===== src/rtl/adsr_envelope.sv =====
// Per-voice ADSR envelope: tick-paced 0..MAX_LEVEL amplitude with a registered stage and level.
// Define ADSR_HARD_RETRIGGER_EN to restart each attack from 0; otherwise a retrigger is legato.
module adsr_envelope #(
    parameter int RATE_W    = 12,
    parameter int MAX_LEVEL = 100
) (
    input  logic              clock_i,
    input  logic              reset_i,
    input  logic              tick_i,
    input  logic              gate_i,
    input  logic [RATE_W-1:0] attack_i,
    input  logic [RATE_W-1:0] decay_i,
    input  logic [6:0]        sustain_i,
    input  logic [RATE_W-1:0] release_i,
    output logic [6:0]        env_level_o,
    output logic [2:0]        env_stage_o,
    output logic              env_active_o
);

    typedef enum logic [2:0] {
        ST_IDLE    = 3'd0,
        ST_ATTACK  = 3'd1,
        ST_DECAY   = 3'd2,
        ST_SUSTAIN = 3'd3,
        ST_RELEASE = 3'd4
    } stage_e;

    localparam logic [6:0] LVL_MAX = 7'(MAX_LEVEL);

    stage_e            stage_q, stage_d;
    logic [6:0]        level_q, level_d;
    logic [RATE_W-1:0] cnt_q, cnt_d;
    logic              gate_q;
    logic              active_q, active_d;

    logic              rise;
    logic              fall;
    logic [6:0]        tgt;
    logic [RATE_W-1:0] rate;
    logic              step_due;

    assign rise = gate_i & ~gate_q;
    assign fall = ~gate_i & gate_q;
    assign tgt  = (sustain_i > LVL_MAX) ? LVL_MAX : sustain_i;

    always_comb begin
        rate = '0;
        case (stage_q)
            ST_ATTACK:  rate = attack_i;
            ST_DECAY:   rate = decay_i;
            ST_RELEASE: rate = release_i;
            default:    rate = '0;
        endcase
    end

    // >= rather than == so a rate lowered mid-stage steps at once instead of wrapping cnt.
    assign step_due = (cnt_q >= rate);

    always_comb begin
        stage_d = stage_q;
        level_d = level_q;
        cnt_d   = cnt_q;

        if (rise) begin
            stage_d = ST_ATTACK;
            cnt_d   = '0;
`ifdef ADSR_HARD_RETRIGGER_EN
            level_d = '0;
`endif
        end else if (fall && (stage_q inside {ST_ATTACK, ST_DECAY, ST_SUSTAIN})) begin
            stage_d = ST_RELEASE;
            cnt_d   = '0;
        end else if (tick_i) begin
            case (stage_q)
                ST_ATTACK: begin
                    if (level_q >= LVL_MAX) begin
                        stage_d = ST_DECAY;
                        cnt_d   = '0;
                    end else if (step_due) begin
                        cnt_d   = '0;
                        level_d = level_q + 7'd1;
                        if (level_q + 7'd1 == LVL_MAX)
                            stage_d = ST_DECAY;
                    end else begin
                        cnt_d = cnt_q + RATE_W'(1);
                    end
                end
                ST_DECAY: begin
                    if (level_q <= tgt) begin
                        stage_d = ST_SUSTAIN;
                        cnt_d   = '0;
                    end else if (step_due) begin
                        cnt_d   = '0;
                        level_d = level_q - 7'd1;
                        if (level_q - 7'd1 == tgt)
                            stage_d = ST_SUSTAIN;
                    end else begin
                        cnt_d = cnt_q + RATE_W'(1);
                    end
                end
                ST_SUSTAIN: begin
                    // Follow live sustain edits as a jump, not a ramp.
                    level_d = tgt;
                    cnt_d   = '0;
                end
                ST_RELEASE: begin
                    if (level_q == 7'd0) begin
                        stage_d = ST_IDLE;
                        cnt_d   = '0;
                    end else if (step_due) begin
                        cnt_d   = '0;
                        level_d = level_q - 7'd1;
                        if (level_q == 7'd1)
                            stage_d = ST_IDLE;
                    end else begin
                        cnt_d = cnt_q + RATE_W'(1);
                    end
                end
                default: begin
                    stage_d = ST_IDLE;
                    level_d = '0;
                    cnt_d   = '0;
                end
            endcase
        end

        active_d = (stage_d != ST_IDLE);
    end

    always_ff @(posedge clock_i) begin
        if (reset_i) begin
            stage_q  <= ST_IDLE;
            level_q  <= '0;
            cnt_q    <= '0;
            gate_q   <= 1'b0;
            active_q <= 1'b0;
        end else begin
            stage_q  <= stage_d;
            level_q  <= level_d;
            cnt_q    <= cnt_d;
            gate_q   <= gate_i;
            active_q <= active_d;
        end
    end

    assign env_level_o  = level_q;
    assign env_stage_o  = stage_q;
    assign env_active_o = active_q;

endmodule


===== config.mk =====
export PLATFORM = sky130hd
export DESIGN_NAME = adsr_envelope
export DESIGN_NICKNAME = d
export VERILOG_FILES = /design/src/rtl/adsr_envelope.sv
export SDC_FILE = /design/constraint.sdc
export NUM_CORES = 1
export LEC_CHECK = 0
export CORE_MARGIN = 2
export CORE_UTILIZATION = 40
export DETAILED_ROUTE_END_ITERATION = 8
export GPL_TIMING_DRIVEN = 0
export PLACE_DENSITY = 0.74
export SLEW_MARGIN = 25
export SYNTH_ARGS = -nofsm -noshare
export SYNTH_HDL_FRONTEND = slang
export SYNTH_SLANG_ARGS = --single-unit

===== constraint.sdc =====
create_clock -name clock_i -period 4.08 [get_ports clock_i]
set_clock_uncertainty 0.15 [all_clocks]
set_input_delay 0.816 -clock clock_i [delete_from_list [all_inputs] [get_ports clock_i]]
set_output_delay 0.816 -clock clock_i [all_outputs]
set_load 0.01 [all_outputs]

# Yosys cells after proc, flatten, opt, wreduce, memory -nomap -nowiden

Index checks and enable logic that the tools add are counted.
W data, S select, Z words.

Eq/ne operators: 11
Mux-type cells: 26
$lt $le $gt $ge: 4
Bitwise logic cells: 6
Add/subtract/negate cells: 3
Reduce and logical (&&, ||, !) cells: 6

Operator list:

| cell                    | number |
|---|---|
| $pmux W12 S3            | 2 |
| $mux W12                | 4 |
| $mux W7                 | 6 |
| $mux W3                 | 12 |
| $pmux W7 S4             | 1 |
| $add A12 B1 Y12 const B | 1 |
| $ge A12 B12 Y1          | 1 |
| $pmux W3 S4             | 1 |
| $ne A2 B2 Y1 const B    | 4 |
| $add A7 B1 Y7 const B   | 1 |
| $eq A7 B1 Y1 const B    | 1 |
| $eq A7 B7 Y1            | 1 |
| $eq A7 B7 Y1 const B    | 1 |
| $ge A7 B7 Y1 const B    | 1 |
| $gt A7 B7 Y1 const B    | 1 |
| $le A7 B7 Y1            | 1 |
| $logic_not A7 Y1        | 1 |
| $reduce_and A7 Y1       | 1 |
| $sub A7 B1 Y7 const B   | 1 |
| $eq A3 B2 Y1 const B    | 2 |
| $reduce_bool A3 Y1      | 2 |
| $not A1 Y1              | 4 |
| $eq A3 B1 Y1 const B    | 1 |
| $eq A3 B3 Y1 const B    | 1 |
| 3 further kinds         | 4 |

Bits in registers: 24
Input port bits: 47
Logic and storage cells: 61
Output and inout bits: 11

# Depth between registers and ports, before layout

Depth after elaboration: 11
Gate-level depth with buffers: 16
Depth with buffers taken out: 12

# Worst setup path after synthesis

OpenSTA, ideal clock, no wires.

Kind: register to register
Start point: register stage_q[1], in the netlist env_stage_o[1]
End point: register cnt_q[2]
Slack: 0.447 ns
Clock period less this slack: 3.633 ns
Library setup time: 0.057 ns
Data required time: 3.873 ns
Arrival time: 3.426 ns
Buffers on the path: 4
Stages on the path, launching flop included: 17
Cell sequence: dfxtp_1 -> clkbuf_1 -> nor2b_1 -> clkbuf_1 -> a22oi_1 -> nor2_1 -> a21oi_1 -> ha_1 -> a211oi_1 -> o21ai_0 -> a21oi_1 -> o21ai_1 -> or4_1 -> buf_6 -> buf_12 -> o21ai_0 -> a21o_1

Longest elaborated chain between the ends: 6
Elaborated cells on any way between the ends: 14
Classes of those cells: 1 x order compare; 4 x eq/ne; 6 x mux; 3 x reduce/logical

Ends and longest elaborated chain:

| what                                 | line        | source |
|---|---|---|
| start, declared                      | 30          | `stage_e stage_q, stage_d;` |
| start signal, assigned               | 138         | `stage_q <= stage_d;` |
| $eq A3 B3 Y1 (tied with other cells) | 48, 74      |  |
| $pmux W12 S3                         | 48          | `case (stage_q)` |
| $ge A12 B12 Y1                       | 57          | `assign step_due = (cnt_q >= rate);` |
| $mux W12                             | 79, 92, 110 |  |
| $mux W12 (on tied branches)          | 107, 76, 89 |  |
| $pmux W12 S3                         | 74          | `case (stage_q)` |
| end signal, assigned                 | 140         | `cnt_q <= cnt_d;` |
| end, declared                        | 32          | `logic [RATE_W-1:0] cnt_q, cnt_d;` |

Parallel ways exist; a longest one is shown, timed or not.
A chain may end at the register's enable or synchronous reset.

# Final worst setup path

Start point: input port sustain_i[2]
End point: register cnt_q[2]

Longest elaborated chain between the ends: 5

Ends and longest elaborated chain:

| what             | line | source |
|---|---|---|
| start, declared  | 13   | `input logic [6:0] sustain_i,` |
| $gt A7 B7 Y1     | 44   | `assign tgt = (sustain_i > LVL_MAX) ? LVL_MAX : sustain_i;` |
| $mux W7 (*)      | 44   |  |
| $le A7 B7 Y1 (*) | 89   | `if (level_q <= tgt) begin` |
| $mux W12 (*)     | 89   |  |
| $pmux W12 S3 (*) | 74   |  |

Every way passes the cells marked *; elsewhere a longest branch is shown, timed or not.

==> metrics <==
worst min-delay path startpoint cnt_q[11]; hpwl dp roughly 5700 um; Synth Flop Type dfxtp_1; CTS tree yes; final hold violations 0; Hold Path Sink cnt_q[11]; simple-gate share of the synthesized area 29.62%; Synth Area in Adders 11.59%; max-cap violation count 0; CTS Buf Count 3; via/cell ratio between 5 and 6; H-tree depth 1; Tmin final 3.889 ns; crit path kind in -> reg; layout cell share with drive strength beyond 1 just under 10%; Die Area between 6000 and 7000 um^2; Worst-Skew Late Latency between 0.2 and 0.3 ns; TritonRoute pass-1 iters 5; vias in the first global route around 2500; leakage 0.001332 uW; final net count ~460; largest family of logic cells by synthesized area compound AO/OA/AOI/OAI gates; flops & latches, synth 24; io pins 58; PwrDens between 150 and 200 nW/um^2; worst relative slew slack a little over a third; post-synthesis sequential area ratio about a fifth; Initial Util between 40% and 50%; RR Startpoint env_stage_o[1]; Synth Warn # 0; pre-CTS WS -0.3540 ns; setup violators final 0; Critical Path Source Type primary input; Post-synth EDFFs 0; routed via count roughly 2700; Syn Nets between 300 and 400; CTS sink cnt 24; Post-DRT Antenna Nets 0; Final Max Slew Viols 0; Die W about 83 um; CP max FO 10; hold depth 1; Die Ht 82.80 um; Pwr Total ~640 uW; VDD IR max 0.1163 mV; Clock Path Buffers 2; R2R Setup Slk slightly above 0.3 ns; xor/xnor share of the synthesized area under 10%; Yosys cell types a little over 50; Synth Area in Compound Gates 30.58%; Crit. End Element flop; clock root buffer master clkbuf_8; mux contribution to synthesized area less than 1%; R2R cell count 16; Antenna Cells 0; first-pass GRT wire length between 10000 and 15000 um; Worst EP required roughly 4.2 ns; Worst-path clk slew around 0.090 ns; Final WS setup between 0.15 and 0.2 ns; cell accounting for the most synthesized area dfxtp_1; drt drc 0; pin count of the biggest net entering global routing 13; post-synthesis cell count about 330; Yosys top cell area share between 10% and 20%; synthesized area between 2000 and 2500 um^2; Slew @ Worst Pin about 0.96 ns; status finished clean; 1st-iter DRT viols about 270; worst hold path class reg -> reg; post-layout util between 50% and 60%; synth top area cells dfxtp_1 (19%), ha_1 (12%), a21oi_1 (6.0%), nor3b_2 (4.5%), a21o_1 (4.2%); fmax roughly 260 MHz; initial antenna violation count 0; total track usage a little over a fifth; wire length per cell ~15 um; GPL Wtd Cong 0.9003; core area around 6000 um^2; worst hold slack roughly 0.37 ns; FP Rows 28; Area Overhead vs Synth 30.33%; crit share post-route between 90% and 100%; WL final 6961 um; Worst R2R End cnt_q[2]; ys async rst share 0%; critical path arrival between 3 and 4 ns; Syn Area/Cell roughly 7.6 um^2; number of buffers added on ports 57; Fin Setup TNS 0 ns; total congestion overflow 0
-- cell usage after synthesis, drive strengths merged (3+ instances only) --
cell,count
a21oi,30
nor2,27
dfxtp,24
ha,23
o21ai,22
nand2,19
a21o,14
a22oi,14
clkbuf,14
nor3,14
and3,12
nand2b,11
nor3b,11
inv,8
nand3,8
nor2b,8
xnor2,6
a211oi,5
buf,4
o22ai,4
or3,4
a31oi,3
and2,3
nand4,3
o211ai,3
o32ai,3
-- worst max path at each step --
stage	from	slack, ns	depth (start not counted)	endpoint
finish	sustain_i[2]	0.19	14	cnt_q[2]
floorplan	env_stage_o[1]	0.45	16	cnt_q[2]
CTS	env_stage_o[2]	0.02	15	cnt_q[2]
global route	env_stage_o[0]	-0.001	16	cnt_q[6]
detailed placement	env_stage_o[1]	-0.35	15	env_level_o[0]
global placement	env_stage_o[1]	-0.30	15	env_level_o[0]
-- metal layers --
metal  track usage, %  share of wire (%)  vias up
met5                0                  0        -
met4            7.049                2.2        0
met3            2.056                7.7       15
met2            37.10                 49      116
met1            27.18                 42     1197
li1                 -                  -     1348
-- critical path, stage by stage --
cell	delay [ns]
clkdlybuf4s50_1	0.43
or3_4	0.41
nand3_2	0.11
nand2_2	0.09
ha_1	0.30
nor2b_1	0.13
o211ai_1	0.19
a2111oi_4	0.41
nor3_2	0.09
or4_1	0.43
buf_6	0.16
buf_12	0.14
nor3b_2	0.17
a21o_1	0.09
-- sequential cells by signal (all words and copies together), names as in the netlist --
| signal | cells |
|---|---|
| env_stage_o | 3 |
| env_active_o | 1 |
| cnt_q | 12 |
| gate_q | 1 |
| env_level_o | 7 |
-- through the flow --
stage,instance area [um^2],std cells
CTS,3202,460
detailed placement,3148,457
floorplan,2484,325
finish,3237,460
global placement,3148,457
global route,3237,460
-- layout by cell type (no fill, tap or decap), types with 8 or more instances in the layout --
cell	Yosys	routed
clkdlybuf4s50_1	0	56
a21oi_1	30	30
nor2_1	27	27
ha_1	23	23
dfxtp_1	24	21
o21ai_0	21	20
nand2_1	19	18
a22oi_1	14	14
a21o_1	14	14
nor3_1	14	13
and3_1	12	12
nand2b_1	11	11
nor3b_2	9	9
inv_1	8	8
-- final cells by class --
| class | instances | area (um^2) |
|---|---|---|
| repair buffers | 58 | 580.6 |
| inverters | 8 | 30.03 |
| flip-flops and latches | 24 | 484.2 |
| fillers | 597 | 2719 |
| multi-input cells | 275 | 1899 |
| clock buffers | 3 | 41.29 |
| plain buffers | 17 | 107.6 |
| well taps | 75 | 93.84 |
-- cell families (layout without fill, tap and decap cells) --
group	count (synthesis)	after routing
and+or+nand+nor	128	128
buffers and inverters	26	86
AOI/OAI and AO/OA	114	114
muxes	2	2
adders and majority gates	23	23
xor gates and xnor gates	8	8
DFF	24	24
-- what timing repair did --
item / 4_1_cts / 5_1_grt
endpoints found under the setup margin: 18 / 16
setup buffers: 0 / 1
hold buffers: 0 / 0
pin swaps: 0 / 4
gates cloned: 0 / 0
gates resized for setup: 10 / 15
-- power by group --
group          internal, uW  total (uW)  switching (uW)
logic                   118         241             123
clock network          66.3         149            82.9
registers               241         250            9.41
Power figures use the tool's default switching activity.
